### src/rtl/pipe_hazard_ctrl.sv
// Stall/flush controller for a five-stage MIPS pipeline: load-use, branch-operand
// and mult/div occupancy hazards, plus a saturating stalled-cycle counter.
module pipe_hazard_ctrl #(
    parameter int unsigned MULT_CYC = 5,
    parameter int unsigned DIV_CYC  = 10,
    parameter int unsigned CNT_W    = 16
) (
    input  logic             clk,
    input  logic             reset,
    input  logic [31:0]      IRD,
    input  logic [31:0]      IRE,
    input  logic [31:0]      IRM,
    output logic             stall,
    output logic             pc_en,
    output logic             ifid_en,
    output logic             idex_clr,
    output logic             md_busy,
    output logic [3:0]       md_count,
    output logic [CNT_W-1:0] stall_cnt
);

    localparam int unsigned MD_W  = 4;
    localparam int unsigned REG_W = 5;
    localparam int unsigned OP_W  = 6;

    localparam logic [OP_W-1:0] OP_RTYPE = 6'h00;
    localparam logic [OP_W-1:0] OP_JAL   = 6'h03;
    localparam logic [OP_W-1:0] OP_BEQ   = 6'h04;
    localparam logic [OP_W-1:0] OP_BNE   = 6'h05;

    localparam logic [OP_W-1:0] FN_JR    = 6'h08;
    localparam logic [OP_W-1:0] FN_MFHI  = 6'h10;
    localparam logic [OP_W-1:0] FN_MTHI  = 6'h11;
    localparam logic [OP_W-1:0] FN_MFLO  = 6'h12;
    localparam logic [OP_W-1:0] FN_MTLO  = 6'h13;
    localparam logic [OP_W-1:0] FN_MULT  = 6'h18;
    localparam logic [OP_W-1:0] FN_MULTU = 6'h19;
    localparam logic [OP_W-1:0] FN_DIV   = 6'h1a;
    localparam logic [OP_W-1:0] FN_DIVU  = 6'h1b;

    // Opcode class helpers.
    function automatic logic is_load(input logic [OP_W-1:0] op);
        return op inside {6'h20, 6'h21, 6'h23, 6'h24, 6'h25};
    endfunction

    function automatic logic is_ialu(input logic [OP_W-1:0] op);
        return op inside {6'h08, 6'h09, 6'h0a, 6'h0c, 6'h0d, 6'h0f};
    endfunction

    function automatic logic is_store(input logic [OP_W-1:0] op);
        return op inside {6'h28, 6'h29, 6'h2b};
    endfunction

    function automatic logic is_md(input logic [OP_W-1:0] op, input logic [OP_W-1:0] fn);
        return (op == OP_RTYPE) && (fn inside {FN_MULT, FN_MULTU, FN_DIV, FN_DIVU});
    endfunction

    function automatic logic is_hilo(input logic [OP_W-1:0] op, input logic [OP_W-1:0] fn);
        return (op == OP_RTYPE) && (fn inside {FN_MFHI, FN_MTHI, FN_MFLO, FN_MTLO});
    endfunction

    // Destination register; 0 doubles as "no write" since $0 writes are ignored.
    function automatic logic [REG_W-1:0] dest_of(input logic [OP_W-1:0]  op,
                                                 input logic [REG_W-1:0] rt,
                                                 input logic [REG_W-1:0] rd,
                                                 input logic [OP_W-1:0]  fn);
        logic [REG_W-1:0] d;
        d = '0;
        if (is_load(op) || is_ialu(op)) begin
            d = rt;
        end else if (op == OP_RTYPE) begin
            if (!(fn inside {FN_JR, FN_MULT, FN_MULTU, FN_DIV, FN_DIVU, FN_MTHI, FN_MTLO})) begin
                d = rd;
            end
        end else if (op == OP_JAL) begin
            d = 5'd31;
        end
        return d;
    endfunction

    logic [OP_W-1:0]  d_op, d_fn, e_op, e_fn, m_op;
    logic [REG_W-1:0] d_rs, d_rt, e_rt, e_rd, m_rt;

    assign d_op = IRD[31:26];
    assign d_rs = IRD[25:21];
    assign d_rt = IRD[20:16];
    assign d_fn = IRD[5:0];
    assign e_op = IRE[31:26];
    assign e_rt = IRE[20:16];
    assign e_rd = IRE[15:11];
    assign e_fn = IRE[5:0];
    assign m_op = IRM[31:26];
    assign m_rt = IRM[20:16];

    // Fields no hazard rule looks at.
    logic unused_fields;
    assign unused_fields = ^{IRD[15:6], IRE[25:21], IRE[10:6], IRM[25:21], IRM[15:0]};

    logic             d_use_rs, d_use_rt;
    logic             d_br, d_br_rt;
    logic [REG_W-1:0] e_dst;
    logic             e_load, m_load;
    logic             md_start, md_is_mult;
    logic             stall_ld, stall_br, stall_md;
    logic             e_hits_br, m_hits_br;

    // Source registers read by the instruction in D.
    always_comb begin
        d_use_rs = 1'b0;
        d_use_rt = 1'b0;
        if (d_op == OP_RTYPE) begin
            if (d_fn == FN_MFHI || d_fn == FN_MFLO) begin
                d_use_rs = 1'b0;
            end else if (d_fn == FN_JR || d_fn == FN_MTHI || d_fn == FN_MTLO) begin
                d_use_rs = 1'b1;
            end else begin
                d_use_rs = 1'b1;
                d_use_rt = 1'b1;
            end
        end else if (is_load(d_op) || is_ialu(d_op)) begin
            d_use_rs = 1'b1;
        end else if (is_store(d_op) || d_op == OP_BEQ || d_op == OP_BNE) begin
            d_use_rs = 1'b1;
            d_use_rt = 1'b1;
        end
    end

    assign d_br_rt = (d_op == OP_BEQ) || (d_op == OP_BNE);
    assign d_br    = d_br_rt || ((d_op == OP_RTYPE) && (d_fn == FN_JR));

    assign e_dst  = dest_of(e_op, e_rt, e_rd, e_fn);
    assign e_load = is_load(e_op);
    assign m_load = is_load(m_op);

    assign stall_ld = e_load && (e_dst != '0) &&
                      ((d_use_rs && (d_rs == e_dst)) || (d_use_rt && (d_rt == e_dst)));

    // Branch operands are rs always, rt only for beq/bne.
    assign e_hits_br = (e_dst != '0) &&
                       ((d_rs == e_dst) || (d_br_rt && (d_rt == e_dst)));
    assign m_hits_br = m_load && (m_rt != '0) &&
                       ((d_rs == m_rt) || (d_br_rt && (d_rt == m_rt)));
    assign stall_br  = d_br && (e_hits_br || m_hits_br);

    assign md_start   = is_md(e_op, e_fn);
    assign md_is_mult = (e_fn == FN_MULT) || (e_fn == FN_MULTU);
    assign md_busy    = md_start || (md_count != '0);
    assign stall_md   = (is_md(d_op, d_fn) || is_hilo(d_op, d_fn)) && md_busy;

    assign stall    = stall_ld || stall_br || stall_md;
    assign pc_en    = ~stall;
    assign ifid_en  = ~stall;
    assign idex_clr = stall;

    // Mult/div busy countdown; a new start always reloads.
    always_ff @(posedge clk or posedge reset) begin
        if (reset) begin
            md_count <= '0;
        end else if (md_start) begin
            md_count <= md_is_mult ? MD_W'(MULT_CYC) : MD_W'(DIV_CYC);
        end else if (md_count != '0) begin
            md_count <= md_count - MD_W'(1);
        end
    end

    // Saturating count of stalled cycles.
    always_ff @(posedge clk or posedge reset) begin
        if (reset) begin
            stall_cnt <= '0;
        end else if (stall && (stall_cnt != '1)) begin
            stall_cnt <= stall_cnt + CNT_W'(1);
        end
    end

endmodule

### config.mk
export PLATFORM = sky130hd
export DESIGN_NAME = pipe_hazard_ctrl
export DESIGN_NICKNAME = d
export VERILOG_FILES = /design/src/rtl/pipe_hazard_ctrl.sv
export SDC_FILE = /design/constraint.sdc
export NUM_CORES = 1
export LEC_CHECK = 0
export ABC_AREA = 1
export CORE_ASPECT_RATIO = 1.75
export CORE_MARGIN = 5
export CORE_UTILIZATION = 38
export DETAILED_ROUTE_END_ITERATION = 16
export PLACE_DENSITY = 0.88
export SETUP_SLACK_MARGIN = 0.05
export SLEW_MARGIN = 20
export SYNTH_ARGS = -nofsm -noshare
export SYNTH_HDL_FRONTEND = slang
export SYNTH_SLANG_ARGS = --single-unit
export TNS_END_PERCENT = 100
### constraint.sdc
create_clock -name clk -period 4 [get_ports clk]
set_clock_uncertainty 0.15 [all_clocks]
set_input_delay 1 -clock clk [delete_from_list [all_inputs] [get_ports clk]]
set_output_delay 1 -clock clk [all_outputs]
set_load 0.03 [all_outputs]
## Word-level counts from Yosys, hierarchy flattened

Index checks and enable logic that the tools add are counted.

| word-level totals | value |
|---|---|
| register bits | 20 |
| bits in latches | 0 |
| bits in writable memories | 0 |
| memory bits (read-only) | 0 |
| bits of input ports | 98 |
| output and inout port bits | 25 |
| word-level logic and storage cells | 124 |
| memories | 0 |

| operators by class | value |
|---|---|
| add/subtract/negate cells | 2 |
| multiply operators | 0 |
| divide/modulo/power cells | 0 |
| $lt $le $gt $ge | 0 |
| equality and inequality tests | 54 |
| shift-type cells | 0 |
| muxes and demuxes | 15 |
| bitwise operators | 1 |
| reductions and logical operators | 50 |

Operators by type and width:

| operator | number |
|---|---|
| 6-bit == test, second input constant | 18 |
| 6-bit by 4-bit == test with 1-bit output, second input constant | 14 |
| 6-bit by 5-bit == test with 1-bit output, second input constant | 14 |
| 5-bit nonzero test | 5 |
| 5-bit == test | 4 |
| 5-bit two-way mux | 4 |
| 1-bit logical OR | 18 |
| 16-bit by 1-bit adder with 16-bit output, second input constant | 1 |
| 1-bit logical AND | 16 |
| 16-bit inequality test, second input constant | 1 |
| 4-bit nonzero test | 4 |
| 6-bit by 3-bit == test with 1-bit output, second input constant | 2 |
| 6-bit zero test | 2 |
| 4-bit two-way mux | 3 |
| 6-bit nonzero test | 2 |
| 1-bit two-way mux | 8 |
| 7-bit nonzero test | 1 |
| 6-bit by 2-bit == test with 1-bit output, second input constant | 1 |
| 4-bit by 1-bit subtractor with 4-bit output, second input constant | 1 |
| 3-bit nonzero test | 1 |
| 2-bit nonzero test | 1 |
| 1-bit inverter | 1 |

## Depth between registers and ports, before layout

Gate-level depths: netlist of run 1.

| depth | value |
|---|---|
| word-level depth | 14 |
| depth in mapped cells | 22 |
| mapped depth without buffers | 21 |

## Least setup slack after synthesis of run 1

OpenSTA, ideal clock, no wires.

| timing | value |
|---|---|
| path type | input port to output port |
| from | input IRE[31] |
| to | output pc_en |
| data arrival time | 2774 ps |
| data required time | 2850 ps |
| path slack | 76 ps |
| stages | 13 |
| path buffers | 2 |
| cell sequence | nor2_2 -> nand3_1 -> inv_2 -> nand2_1 -> nand2_1 -> nand2_1 -> nor3_1 -> nor2_1 -> a21oi_2 -> nand2_4 -> buf_6 -> inv_1 -> buf_4 |

| between the ends | value |
|---|---|
| longest elaborated chain between the ends | 13 |
| elaborated cells on any way between the ends | 38 |
| classes of those cells | eq/ne (14); mux (3); bitwise (1); reduce/logical (20) |

Ends and longest elaborated chain:

| what | RTL line | text |
|---|---|---|
| start, declared | 11 | `input logic [31:0] IRE,` |
| 6-bit by 4-bit == test with 1-bit output (tied with other cells) | 47 | `return op inside {6'h08, 6'h09, 6'h0a, 6'h0c, 6'h0d, 6'h0f};` |
| 6-bit nonzero test (tied with other cells) | 47 |  |
| 1-bit logical OR or 5-bit two-way mux (tied branches) | 69, 71 |  |
| 5-bit two-way mux | 69 | `if (is_load(op) \|\| is_ialu(op)) begin` |
| 5-bit == test | 136, 140 |  |
| 1-bit logical AND | 140 | `((d_rs == e_dst) \|\| (d_br_rt && (d_rt == e_dst)));` |
| 1-bit logical OR | 140 |  |
| 1-bit logical AND | 139 | `assign e_hits_br = (e_dst != '0) &&` |
| 1-bit logical OR | 143 | `assign stall_br = d_br && (e_hits_br \|\| m_hits_br);` |
| 1-bit logical AND | 143 |  |
| 1-bit logical OR | 150 | `assign stall = stall_ld \|\| stall_br \|\| stall_md;` |
| 1-bit logical OR * | 150 |  |
| named net idex_clr | 16 | `output logic idex_clr,` |
| 1-bit inverter * | - |  |
| end, declared | 14 | `output logic pc_en,` |

Mark *: on every way through the listed nets, which the timed path passes. The rest lies on a longest branch.

## Worst setup path after layout of run 1

| timing | value |
|---|---|
| from | input IRD[28] |
| to | output ifid_en |

| between the ends | value |
|---|---|
| longest elaborated chain between the ends | 13 |
| elaborated cells on any way between the ends | 50 |
| classes of those cells | eq/ne (16); mux (5); bitwise (1); reduce/logical (28) |

Ends and longest elaborated chain:

| what | RTL line | text |
|---|---|---|
| start, declared | 10 | `input logic [31:0] IRD,` |
| 6-bit == test | 51 | `return op inside {6'h28, 6'h29, 6'h2b};` |
| 3-bit nonzero test | 51 |  |
| 1-bit logical OR (2 in series) | 122 | `end else if (is_store(d_op) \|\| d_op == OP_BEQ \|\| d_op == OP_BNE) begin` |
| 1-bit two-way mux | 122 |  |
| 1-bit two-way mux | 120 | `end else if (is_load(d_op) \|\| is_ialu(d_op)) begin` |
| 1-bit two-way mux | 111 | `if (d_op == OP_RTYPE) begin` |
| 1-bit logical AND | 136 | `((d_use_rs && (d_rs == e_dst)) \|\| (d_use_rt && (d_rt == e_dst)));` |
| 1-bit logical OR | 136 |  |
| 1-bit logical AND | 135 | `assign stall_ld = e_load && (e_dst != '0) &&` |
| 1-bit logical OR | 150 |  |
| 1-bit logical OR * | 150 |  |
| 1-bit inverter * | 152 | `assign ifid_en = ~stall;` |
| end, declared | 15 | `output logic ifid_en,` |

Mark *: on every way between the ends. The rest lies on a longest branch, timed or not.

==> reports/metrics.yaml, run 1 <==
clocking:
  htree_levels: 1
  clkSlewWorstSetupHoldPaths_ps: 80
  clock_path_buffers: 2
  hold_buffers: 0
  cts-root-buf: "clkbuf_8"
  clock-sinks: 20
  cts_tree: "done"
  insertion_delay_ps: 260
  cts_buffers: 3
critical_path:
  reg2reg_to: "stall_cnt[15]"
  startpoint_type: "input pin"
  cp.buffers_inverters: 4
  r2r_start: "stall_cnt[0]"
  reg2reg_depth: 13
  path_class: "input pin to primary output"
  worstPathRequired_ps: 2850
  worstSetupEndpointType: "primary output"
  cp_common_cell: "nand4_1"
  worstPathMaxFanout: 5
  r2r_slack_ps: 1550
  cp.arrival_ps: 2850
  slowest_delay_ps: 570
  cp_slowest_cell: "clkdlybuf4s50_1"
  crit_path_cell_trace: "clkdlybuf4s50_1 > nor2_1 > nand3_1 > inv_1 > o21ai_0 > nand4_1 > nand4_1 > nand2_1 > a21oi_2 > nand2_4 > inv_4 > buf_6"
  path_delay_family: "buffers and inverters"
status:
  status: "finished with violations"
  failed_checks: "negative setup slack"
timing:
  timing.final.ws_setup_ps: -3.66
  hold_viol: 0
  finalCriticalPeriod_ps: 4000
  slew_headroom_pct: 46.8
  slew_viol_final: 0
  max_freq_mhz: 250
  hold_slack_ps: 374
  post-route-period-util_pct: 100
  rsz0062_at_grt: "true"
  finalSetupViolCount: 2
  worst_pin_slew_ps: 797
final_layout:
  diodes: 0
  synthToLayoutAreaGrowth_pct: 58.7
  drive_above_1_share_pct: 21.3
  nets: 547
hold_path:
  hp-start: "stall_cnt[8]"
  hold_path_end: "stall_cnt[8]"
  holdPathStages: 2
  holdCritPathClass: "register to register"
die:
  fp-row-count: 35
  die_w_um: 65.9
  core_mm2: 0.00530
  die-height_um: 108
  die_area_mm2: 0.00710
  initial_core_util_pct: 39.2
  io_pins: 123
yosys:
  synthCells: 351
  synth_area_leaders: "dfrtp_1 (24%), nand2_1 (19%), inv_1 (13%)"
  yosys.cell_types.count: 27
  synth_warnings: 0
  ys_ff_latch: 20
  synth_top_area_cell: "dfrtp_1"
  synth_fp_nets: 452
  seq_area_frac_synth_pct: 24.1
  avgSynthCellArea_um2: 5.92
  syn_area_mm2: 0.00208
  synth_top_area_share_pct: 24.1
routing:
  drt_iter0_drc: 162
  drc: 0
  wirelength_um: 6800
  ant_nets: 0
  firstDrtPassIters: 4
  drt-wirelength-per-cell_um: 13.1
  vias: 2639
  vias_per_cell: 5.08
global_routing:
  antenna_found_initial: 0
  grt_pass1_vias: 2564
  grt_first_pass_wirelength_um: 10200
  grt_use_total_pct: 17.7
  grt_overflow: 0
  grt_max_degree: 32
power:
  p_leak_nw: 1.69
  irDropWorstVdd_mv: 0.184
  p_per_area_mw_per_mm2: 240
  p_total_uw: 790
placement:
  io_buffers: 81
  dp_hpwl_um: 5240
  gp_congestion: 0.972
  dpl_worst_slack_ps: -353
run:
  cap_viol_max_count: 0
## metrics by stage
stage / utilization (%) / TNS [ps] / std cells / area [um2]
6_report: 62.2 / -7.15 / 519 / 3300
3_3_place_gp: 56.2 / -904 / 509 / 2980
3_5_place_dp: 56.2 / -1300 / 509 / 2980
4_1_cts: 59.0 / 0 / 515 / 3130
2_1_floorplan: - / 0 / 351 / 2080
5_1_grt: 62.2 / -153 / 519 / 3300
## placed cells by master, fill, tap and decap left out, drive strengths merged, types with 3 or more instances in the layout
cell type / synthesis / routed
nor4: 3 / 3
clkbuf: 0 / 7
a21oi: 4 / 4
nor3: 7 / 7
dfrtp: 20 / 20
o21ai: 10 / 10
xor2: 7 / 7
nand3: 45 / 45
xnor2: 8 / 8
clkdlybuf4s50: 0 / 64
nand4: 17 / 17
buf: 5 / 28
ha: 3 / 3
nor2: 31 / 31
inv: 75 / 75
nand2: 109 / 109
## tightest hold or removal path, stage by stage (launching register included)
cell and delay (ps):
dfrtp_1 390, nand2_1 70, nand2_1 40
## registers in the layout, summed over array words and instances, names as in the netlist
name / cells
stall_cnt: 16
md_count: 4
## worst max-delay path by stage
stage	slack [ps]	endpoint	cells after the start	from
6_report	-4	ifid_en	12	IRD[28]
5_1_grt	-50	ifid_en	18	IRE[26]
4_1_cts	50	pc_en	19	IRE[3]
3_5_place_dp	-350	pc_en	19	IRE[3]
3_3_place_gp	-250	ifid_en	19	IRE[3]
2_1_floorplan	80	pc_en	13	IRE[31]
## what timing repair did
item	CTS	global route
pin swaps	25	51
endpoints found under the setup margin	4	4
resized for setup	55	74
cloned	0	0
buffers inserted	2	4
## layout make-up
class,count,area [um2]
clock buffer,4,55.1
fill,438,2000
inverter,75,287
multi-input combinational,251,1460
sequential,20,500
tap,74,92.6
timing repair buffer,95,903
## cells by family after synthesis
family | after synthesis | synth area share, %
AO/OA/AOI/OAI | 17 | 5.24
XOR/XNOR | 15 | 6.33
adder cells (fa/ha/maj) | 3 | 1.81
buffers and inverters | 80 | 15.9
flip-flops | 20 | 24.1
AND/OR/NAND/NOR | 216 | 46.6
## Yosys cell counts
| cell type | n |
|---|---|
| a21oi_1 | 3 |
| a21oi_2 | 1 |
| buf_4 | 2 |
| buf_6 | 3 |
| dfrtp_1 | 20 |
| ha_1 | 3 |
| inv_1 | 73 |
| inv_2 | 2 |
| nand2_1 | 104 |
| nand2_2 | 4 |
| nand2_4 | 1 |
| nand3_1 | 44 |
| nand3_2 | 1 |
| nand3b_1 | 2 |
| nand4_1 | 17 |
| nor2_1 | 29 |
| nor2_2 | 2 |
| nor3_1 | 7 |
| nor3b_1 | 2 |
| nor4_1 | 3 |
| o211ai_1 | 2 |
| o21ai_0 | 8 |
| o21ai_1 | 1 |
| o21ai_4 | 1 |
| o41ai_1 | 1 |
| xnor2_1 | 8 |
| xor2_1 | 7 |
## report_power, final
part,switching [mW],internal (mW)
sequential,0.0167,0.227
combinational,0.215,0.173
clock,0.0709,0.0877
total,0.302,0.488
## per-layer routing
layer	GRT usage, %	wire length (um)	vias to the layer above
li1	-	-	1301
met1	15.7	2240	1181
met2	37.0	3790	129
met3	2.51	462	28
met4	7.12	305	0
met5	0	0	-
No activity file was read; power rests on OpenSTA's default activity.
==> run 2: changes to the inputs <==
--- a/config.mk
+++ b/config.mk
@@ -6,6 +6,7 @@
 export NUM_CORES = 1
 export LEC_CHECK = 0
 export ABC_AREA = 1
+export ABC_CLOCK_PERIOD_IN_PS = 4000
 export CORE_ASPECT_RATIO = 1.75
 export CORE_MARGIN = 5
 export CORE_UTILIZATION = 38
==> results of run 2 <==
The final DEF is identical to that of run 1; final timing and power are the same.
==> run 3: changes to the inputs <==
--- a/config.mk
+++ b/config.mk
@@ -13,6 +13,7 @@
 export DETAILED_ROUTE_END_ITERATION = 16
 export PLACE_DENSITY = 0.88
 export SETUP_SLACK_MARGIN = 0.05
+export SKIP_LAST_GASP = 1
 export SLEW_MARGIN = 20
 export SYNTH_ARGS = -nofsm -noshare
 export SYNTH_HDL_FRONTEND = slang
==> results of run 3 <==
The final DEF is identical to that of run 1; final timing and power are the same.
